<file path="src/rtl/sensor_pulse_pkg.sv">
// Shared types and constants for the sensor pulse generator.
// Optional pulse counters are enabled by defining SENSOR_PULSE_COUNT_EN.
package sensor_pulse_pkg;

  typedef enum logic {
    ST_HIGH = 1'b0,
    ST_LOW  = 1'b1
  } pulse_state_e;

  localparam int unsigned DEFAULT_M       = 196721;
  localparam int unsigned DEFAULT_PULSE_W = 66;
  localparam int unsigned CNT_W           = 16;

  // Accumulator must hold any residue below M plus one full rate step.
  function automatic int unsigned acc_width(input int unsigned m, input int unsigned rate_w);
    return $clog2(m + (32'd1 << rate_w));
  endfunction

endpackage

</file>
<file path="src/rtl/sensor_pulse_chan.sv">
// One pulse channel: phase accumulator, low-time timer, sticky overrun flag.
// With SENSOR_PULSE_COUNT_EN defined, also a wrapping count of started pulses.
module sensor_pulse_chan
  import sensor_pulse_pkg::*;
#(
  parameter int unsigned RATE_W  = 8,
  parameter int unsigned M       = DEFAULT_M,
  parameter int unsigned PULSE_W = DEFAULT_PULSE_W,
  parameter int unsigned ACC_W   = acc_width(M, RATE_W)
) (
  input  logic              clk_i,
  input  logic              rst_ni,
  input  logic [RATE_W-1:0] rate_i,
  input  logic              ovr_clr_i,
  output logic              npulse_o,
  output logic              overrun_o
`ifdef SENSOR_PULSE_COUNT_EN
  ,output logic [CNT_W-1:0] pulse_cnt_o
`endif
);

  localparam int unsigned TMR_W = (PULSE_W > 1) ? $clog2(PULSE_W) : 1;

  logic [ACC_W-1:0]  acc_q;
  logic [ACC_W-1:0]  sum_d;
  logic [RATE_W-1:0] rate_prev_q;
  logic [TMR_W-1:0]  timer_q;
  pulse_state_e      state_q;
  logic              npulse_q;
  logic              overrun_q;
  logic              idle_d;
  logic              resync_d;
  logic              event_d;
`ifdef SENSOR_PULSE_COUNT_EN
  logic [CNT_W-1:0]  cnt_q;
`endif

  always_comb begin
    idle_d   = (rate_i == '0);
    resync_d = (rate_i != rate_prev_q);
    sum_d    = acc_q + ACC_W'(rate_i);
    event_d  = !idle_d && !resync_d && (sum_d >= ACC_W'(M));
  end

  always_ff @(posedge clk_i or negedge rst_ni) begin
    if (!rst_ni) begin
      acc_q       <= '0;
      rate_prev_q <= '0;
      timer_q     <= '0;
      state_q     <= ST_HIGH;
      npulse_q    <= 1'b1;
      overrun_q   <= 1'b0;
`ifdef SENSOR_PULSE_COUNT_EN
      cnt_q       <= '0;
`endif
    end else begin
      rate_prev_q <= rate_i;
      if (idle_d) begin
        acc_q    <= '0;
        state_q  <= ST_HIGH;
        npulse_q <= 1'b1;
        timer_q  <= '0;
      end else begin
        // A rate change restarts the phase but leaves any pulse in flight alone.
        if (resync_d)     acc_q <= '0;
        else if (event_d) acc_q <= sum_d - ACC_W'(M);
        else              acc_q <= sum_d;

        if (state_q == ST_HIGH) begin
          if (event_d) begin
            state_q  <= ST_LOW;
            npulse_q <= 1'b0;
            timer_q  <= TMR_W'(PULSE_W - 1);
`ifdef SENSOR_PULSE_COUNT_EN
            cnt_q    <= cnt_q + 1'b1;
`endif
          end
        end else begin
          if (timer_q == '0) begin
            state_q  <= ST_HIGH;
            npulse_q <= 1'b1;
          end else begin
            timer_q  <= timer_q - 1'b1;
          end
        end
      end

      // A new overrun outranks a clear in the same cycle.
      if (event_d && (state_q == ST_LOW)) overrun_q <= 1'b1;
      else if (ovr_clr_i)                 overrun_q <= 1'b0;
    end
  end

  assign npulse_o  = npulse_q;
  assign overrun_o = overrun_q;
`ifdef SENSOR_PULSE_COUNT_EN
  assign pulse_cnt_o = cnt_q;
`endif

endmodule

</file>
<file path="src/rtl/sensor_pulse_gen.sv">
// Multi-channel active-low sensor pulse generator (crank/wheel emulation).
// Define SENSOR_PULSE_COUNT_EN to expose per-channel 16-bit pulse counters.
module sensor_pulse_gen
  import sensor_pulse_pkg::*;
#(
  parameter int unsigned CHANNELS = 2,
  parameter int unsigned RATE_W   = 8,
  parameter int unsigned M        = DEFAULT_M,
  parameter int unsigned PULSE_W  = DEFAULT_PULSE_W
) (
  input  logic                       core_CLK,
  input  logic                       core_nReset,
  input  logic [CHANNELS*RATE_W-1:0] rate,
  input  logic [CHANNELS-1:0]        ovr_clr,
  output logic [CHANNELS-1:0]        npulse,
  output logic [CHANNELS-1:0]        overrun
`ifdef SENSOR_PULSE_COUNT_EN
  ,output logic [CHANNELS*CNT_W-1:0] pulse_count
`endif
);

  localparam int unsigned ACC_W = acc_width(M, RATE_W);

  for (genvar i = 0; i < CHANNELS; i++) begin : g_chan
    sensor_pulse_chan #(
      .RATE_W  (RATE_W),
      .M       (M),
      .PULSE_W (PULSE_W),
      .ACC_W   (ACC_W)
    ) u_chan (
      .clk_i       (core_CLK),
      .rst_ni      (core_nReset),
      .rate_i      (rate[i*RATE_W +: RATE_W]),
      .ovr_clr_i   (ovr_clr[i]),
      .npulse_o    (npulse[i]),
      .overrun_o   (overrun[i])
`ifdef SENSOR_PULSE_COUNT_EN
      ,.pulse_cnt_o (pulse_count[i*CNT_W +: CNT_W])
`endif
    );
  end

endmodule

</file>
<file path="config.mk">
export PLATFORM = sky130hd
export DESIGN_NAME = sensor_pulse_gen
export DESIGN_NICKNAME = d
export VERILOG_FILES = /design/src/rtl/sensor_pulse_pkg.sv /design/src/rtl/sensor_pulse_chan.sv /design/src/rtl/sensor_pulse_gen.sv
export SDC_FILE = /design/constraint.sdc
export NUM_CORES = 1
export LEC_CHECK = 0
export CAP_MARGIN = 20
export CORE_MARGIN = 2
export CORE_UTILIZATION = 66
export DETAILED_ROUTE_END_ITERATION = 8
export HOLD_SLACK_MARGIN = 0.15
export PLACE_DENSITY = 0.86
export SETUP_SLACK_MARGIN = 0.3
export SYNTH_ARGS = -nofsm -noshare
export SYNTH_HDL_FRONTEND = slang
export SYNTH_SLANG_ARGS = --single-unit
</file>
<file path="constraint.sdc">
create_clock -name core_CLK -period 9.8 [get_ports core_CLK]
set_input_delay 1.47 -clock core_CLK [delete_from_list [all_inputs] [get_ports core_CLK]]
set_output_delay 1.47 -clock core_CLK [all_outputs]
set_load 0.01 [all_outputs]
</file>
After elaboration in Yosys (flattened, before gate mapping)

Index checks and enable logic that the tools add are counted.

Register bits after elaboration: 72
Bits of input ports: 20
Output and inout port bits: 4
Word-level logic and storage cells: 82

$add $sub $neg: 6
Order comparisons: 2
Equality and inequality tests: 6
Muxes and demuxes: 34
Reductions and logical operators: 22

Operators with widths:

| kind                                                       | number |
|---|---|
| two-way mux 18 bit                                         | 6 |
| two-way mux 7 bit                                          | 8 |
| adder 18 x 8 -> 18 bit                                     | 2 |
| greater-or-equal comparator 18 bit (second input constant) | 2 |
| subtractor 18 bit (second input constant)                  | 2 |
| two-way mux 1 bit                                          | 20 |
| zero test 8 bit                                            | 2 |
| inequality test 8 bit                                      | 2 |
| zero test 7 bit                                            | 2 |
| subtractor 7 x 1 -> 7 bit (second input constant)          | 2 |
| inequality test 3 bit (second input constant)              | 4 |
| AND reduction 2 bit                                        | 4 |
| logical AND 1 bit                                          | 6 |
| nonzero test 3 bit                                         | 2 |
| zero test 1 bit                                            | 4 |
| nonzero test 2 bit                                         | 2 |

Logic depth before layout (Yosys ltp)

Depth after elaboration: 7
Mapped depth: 15
Gate-level depth less buffers: 13

Hierarchy

Synthesis repeated with hierarchy kept, for this count alone.

Cells, all modules: 635
Area, all modules: 5606.6 sq um

By module, submodules not included:

| module                               | instances | cells each | area each (sq um) | seq. area each (sq um) |
|---|---|---|---|---|
| sensor_pulse_chan (g_chan[0].u_chan) | 1         | 316        | 2832.7            | 902.1 |
| sensor_pulse_chan (g_chan[1].u_chan) | 1         | 319        | 2773.9            | 902.1 |

Least setup slack after synthesis

OpenSTA, ideal clock, no wires.

Path type: input-to-reg
Start: input rate[0]
End: register g_chan[0].u_chan.acc_q[12]
Library setup time: 125 ps
Arrival: 4288 ps
Required time: 9675 ps
Slack: 5387 ps
Stages: 13
Buffers on the path: 0
Path through: ha_1 inv_1 fa_1 nand2b_1 a21oi_2 o22ai_1 or3_1 a211oi_1 o2111ai_1 and2_1 nand2_1 a2bb2oi_1 mux2_2

Cells in the longest elaborated chain, start to end: 7
Elaborated cells on any way between the ends: 12
Those cells by class: 2 x add/sub; 1 x order compare; 1 x eq/ne; 3 x mux; 5 x reduce/logical

Ends and longest elaborated chain:

| item                                                                           | RTL line                | RTL |
|---|---|---|
| start: declaration                                                             | sensor_pulse_gen.sv:13  | `input logic [CHANNELS*RATE_W-1:0] rate,` |
| parallel branches: the longest is 6 deep, another holds adder 18 x 8 -> 18 bit | --                      |  |
| two-way mux 18 bit (*)                                                         | sensor_pulse_chan.sv:58 | `if (idle_d) begin` |
| end signal: assignment                                                         | sensor_pulse_chan.sv:66 | `else if (event_d) acc_q <= sum_d - ACC_W'(M);` |
| end signal: assignment                                                         | sensor_pulse_chan.sv:67 | `else acc_q <= sum_d;` |
| end: declaration                                                               | sensor_pulse_chan.sv:24 | `logic [ACC_W-1:0] acc_q;` |

Mark *: on every way between the ends.
A chain may end at the register's enable or synchronous reset.

Worst setup path in the final report

Start: input rate[0]
End: register g_chan[0].u_chan.timer_q[1]

Cells in the longest elaborated chain, start to end: 6
Elaborated cells on any way between the ends: 12
Those cells by class: 1 x add/sub; 1 x order compare; 2 x eq/ne; 1 x mux; 7 x reduce/logical

Ends and longest elaborated chain:

| item                                                                           | RTL line                | RTL |
|---|---|---|
| parallel branches: the longest is 6 deep, another holds adder 18 x 8 -> 18 bit | --                      |  |
| end signal: assignment                                                         | sensor_pulse_chan.sv:73 | `timer_q <= TMR_W'(PULSE_W - 1);` |
| end signal: assignment                                                         | sensor_pulse_chan.sv:83 | `timer_q <= timer_q - 1'b1;` |
| end: declaration                                                               | sensor_pulse_chan.sv:27 | `logic [TMR_W-1:0] timer_q;` |

Parallel ways; which one is timed is not known.

==> flow_summary.yaml <==
cts:
  clockRootBuffer: "clkbuf_8"
  cts_resized: 0
  post-cts-setup-buffer-count: 0
  clock_sinks: 72
  clock_path_buffers: 2
  clkTransAtPathRegs_ns: 0.09
  cts_tree: "done"
  htreeDepth: 3
  cts_hold_buf: 0
  cts_buffers: 9
  clk_latency_ns: 0.35
floorplanning:
  core_um2: 7690
  initial_core_util_pct: 67.6
  rows: 32
  die_h_um: 92.7
  die_area_um2: 8600
  io_pins: 24
  die_w_um: 92.7
power_and_ir_drop:
  p_int_uw: 501
  vdd_ir_drop_max_mv: 0.0855
  p_per_area_nw_per_um2: 118
  leakage_nw: 2.35
  power.total_uw: 665
  p_seq_share_pct: 46.1
  clock_power_share_pct: 43.7
  comb_power_share_pct: 10.3
  power.switching_uw: 164
  sw_frac_of_total_pct: 24.7
route:
  drt_iter0_markers: 310
  wl_per_cell_um: 16.3
  routed_wl_um: 11800
  routed-via-count: 4537
  routed_via_density: 6.28
  drtAntennaViolNets: 0
  route.detailed.drc: 0
  drt_pass1_iterations: 7
yosys:
  ys_seq_area_share_pct: 34.7
  ys_types: 75
  avgSynthCellArea_um2: 8.63
  synth-edff-count: 0
  synth_seq_cells: 72
  yosysWarnings: 0
  synth_top_area_cell: "dfrtp_1"
  synth_area_leaders: "dfrtp_1 (34%), ha_1 (5.8%), xnor2_1 (5.7%)"
  syn-cell-area_um2: 5200
  netlist_instances: 602
  ys.flop_type: "dfrtp_1"
  synth_top_area_share_pct: 33.7
  syn_nets: 648
  async_flop_share_pct: 100
timing:
  finalCritPeriodShare_pct: 54.0
  worst_slack_ns: 4.51
  setup_viol_count_final: 0
  holdWs_ns: 0.505
  grt_setup_unrepaired: "false"
  final_max_slew_viol_count: 0
  fin_skew_ns: 0.0138
  worst_pin_slew_ns: 0.905
  fmax_ghz: 0.189
  hold_viol_final: 0
  fin_setup_tns_ns: 0
  slew_headroom_pct: 39.6
  min_period_ns: 5.29
final_layout:
  final_common_cell: "dfrtp_1"
  fin_util_pct: 73.5
  nFillCells: 579
  layout_common_cells: "dfrtp_1 (70), nor2_1 (66), nand2_1 (51), xnor2_1 (34), inv_1 (31)"
  drive_above_1_share_pct: 7.42
  finalNonFillerCells: 722
  syn2layout_area_growth_pct: 8.74
  antenna_cells: 0
  design_area_um2: 5650
  nets: 661
grt:
  grt_max_degree: 73
  grtUsageTotal_pct: 28.9
  grt_pass1_wl_um: 20300
  antenna_found_initial: 0
  grt_pass1_vias: 4601
  overflow: 0
worst_setup_path:
  path_class: "input pin to flip-flop"
  cp_slowest_cell: "clkdlybuf4s50_1"
  reg2regPathDepth: 11
  worstPathCellList: "clkdlybuf4s50_1 -> ha_1 -> inv_1 -> fa_1 -> nand2b_1 -> a21oi_2 -> o22ai_1 -> or3_1 -> a211oi_1 -> o2111ai_1 -> and2_1 -> nand2b_1 -> and2_1 -> o221a_2"
  end_kind: "flip-flop"
  cp.required_ns: 10.09
  slowest_delay_ns: 0.56
  critPathMaxFanout: 13
  startpoint_type: "input pin"
  arrival_ns: 5.58
place:
  dp.cells: 706
  dp_slack_ns: 4.26
  place_hpwl_um: 8530
  placed_area_um2: 5410
  io_buffers: 23
  gp_congestion: 0.932
job:
  drv_cap: 0
outcome:
  outcome: "finished, final reports clean"
min_path:
  hold-path-cell-count: 2
  hold_class: "flip-flop to flip-flop"
-- power groups by stage --
| stage | Combinational, mW | Sequential (mW) | Clock [mW] |
|---|---|---|---|
| after floorplan | 0.0417 | 0.311 | 0 |
| after global placement | 0.0641 | 0.312 | 0 |
| after detailed placement | 0.0665 | 0.312 | 0 |
| after CTS | 0.0679 | 0.306 | 0.292 |
| after global routing | 0.0757 | 0.307 | 0.308 |
| final | 0.0682 | 0.306 | 0.290 |
-- final timing paths --
check | end | slack (ns) | start
worst min-delay path | g_chan[1].u_chan.npulse_o | 0.50 | g_chan[1].u_chan.npulse_o
min in group asynchronous | g_chan[1].u_chan.rate_prev_q[4] | 1.35 | core_nReset
max in group asynchronous | g_chan[0].u_chan.acc_q[9] | 7.88 | core_nReset
worst max-delay path | g_chan[0].u_chan.timer_q[1] | 4.51 | rate[0]
worst min register to register | g_chan[1].u_chan.npulse_o | 0.50 | g_chan[1].u_chan.npulse_o
worst max register to register | g_chan[1].u_chan.acc_q[15] | 5.85 | g_chan[1].u_chan.acc_q[1]
-- state kept, by name, indices dropped and copies added (netlist names) --
register	count
g_chan.u_chan.npulse_o	2
g_chan.u_chan.overrun_o	2
g_chan.u_chan.rate_prev_q	16
g_chan.u_chan.state_q	2
g_chan.u_chan.timer_q	14
g_chan.u_chan.acc_q	36
-- final cells by class --
| class | count | area, µm² | share of cell area (%) |
|---|---|---|---|
| clock inverter | 7 | 118 | 2.08 |
| multi-input combinational | 476 | 3130 | 55.3 |
| sequential | 72 | 1800 | 31.9 |
| tap | 102 | 128 | 2.26 |
| clock buffer | 9 | 124 | 2.19 |
| inverter | 32 | 120 | 2.13 |
| timing repair buffer | 24 | 233 | 4.12 |
-- worst max-delay path: cells and delay by family --
family | cells | cell delay (ns)
buffers and inverters | 2 | 0.62
AOI/OAI and AO/OA | 5 | 1.28
adders and majority gates | 2 | 0.62
and+or+nand+nor | 5 | 1.58
-- routing by layer --
| metal | up-vias | GRT usage, % | part of all wire [%] |
|---|---|---|---|
| li1 | 2173 | - | - |
| met3 | 24 | 5.04 | 4.8 |
| met2 | 156 | 48.5 | 49 |
| met1 | 2184 | 37.7 | 45 |
| met4 | 0 | 10.2 | 1.7 |
| met5 | - | 0 | 0 |
-- cells by family after synthesis --
group                    Yosys count  share of synthesized area [%]
buffers and inverters             54                           5.15
flip-flops                        72                           34.7
XOR/XNOR                          65                           11.1
multiplexers                       3                          0.602
AND/OR/NAND/NOR                  243                           23.0
AO/OA/AOI/OAI                    139                           18.9
adder cells (fa/ha/maj)           26                           6.55
-- Yosys cell counts, types with 7 or more instances --
library cell  instances
a31oi_1               7
nor3_1               23
xnor2_1              34
nor4_1               12
a21oi_1              26
nor2_1               66
o21a_1               10
ha_1                 24
o21ai_0              24
and3_1               12
xor2_1               30
nand2_1              51
dfrtp_1              70
nand3_1              30
o211ai_1              7
buf_2                 8
inv_1                31
Note: power is estimated with default switching activity, not from simulation.
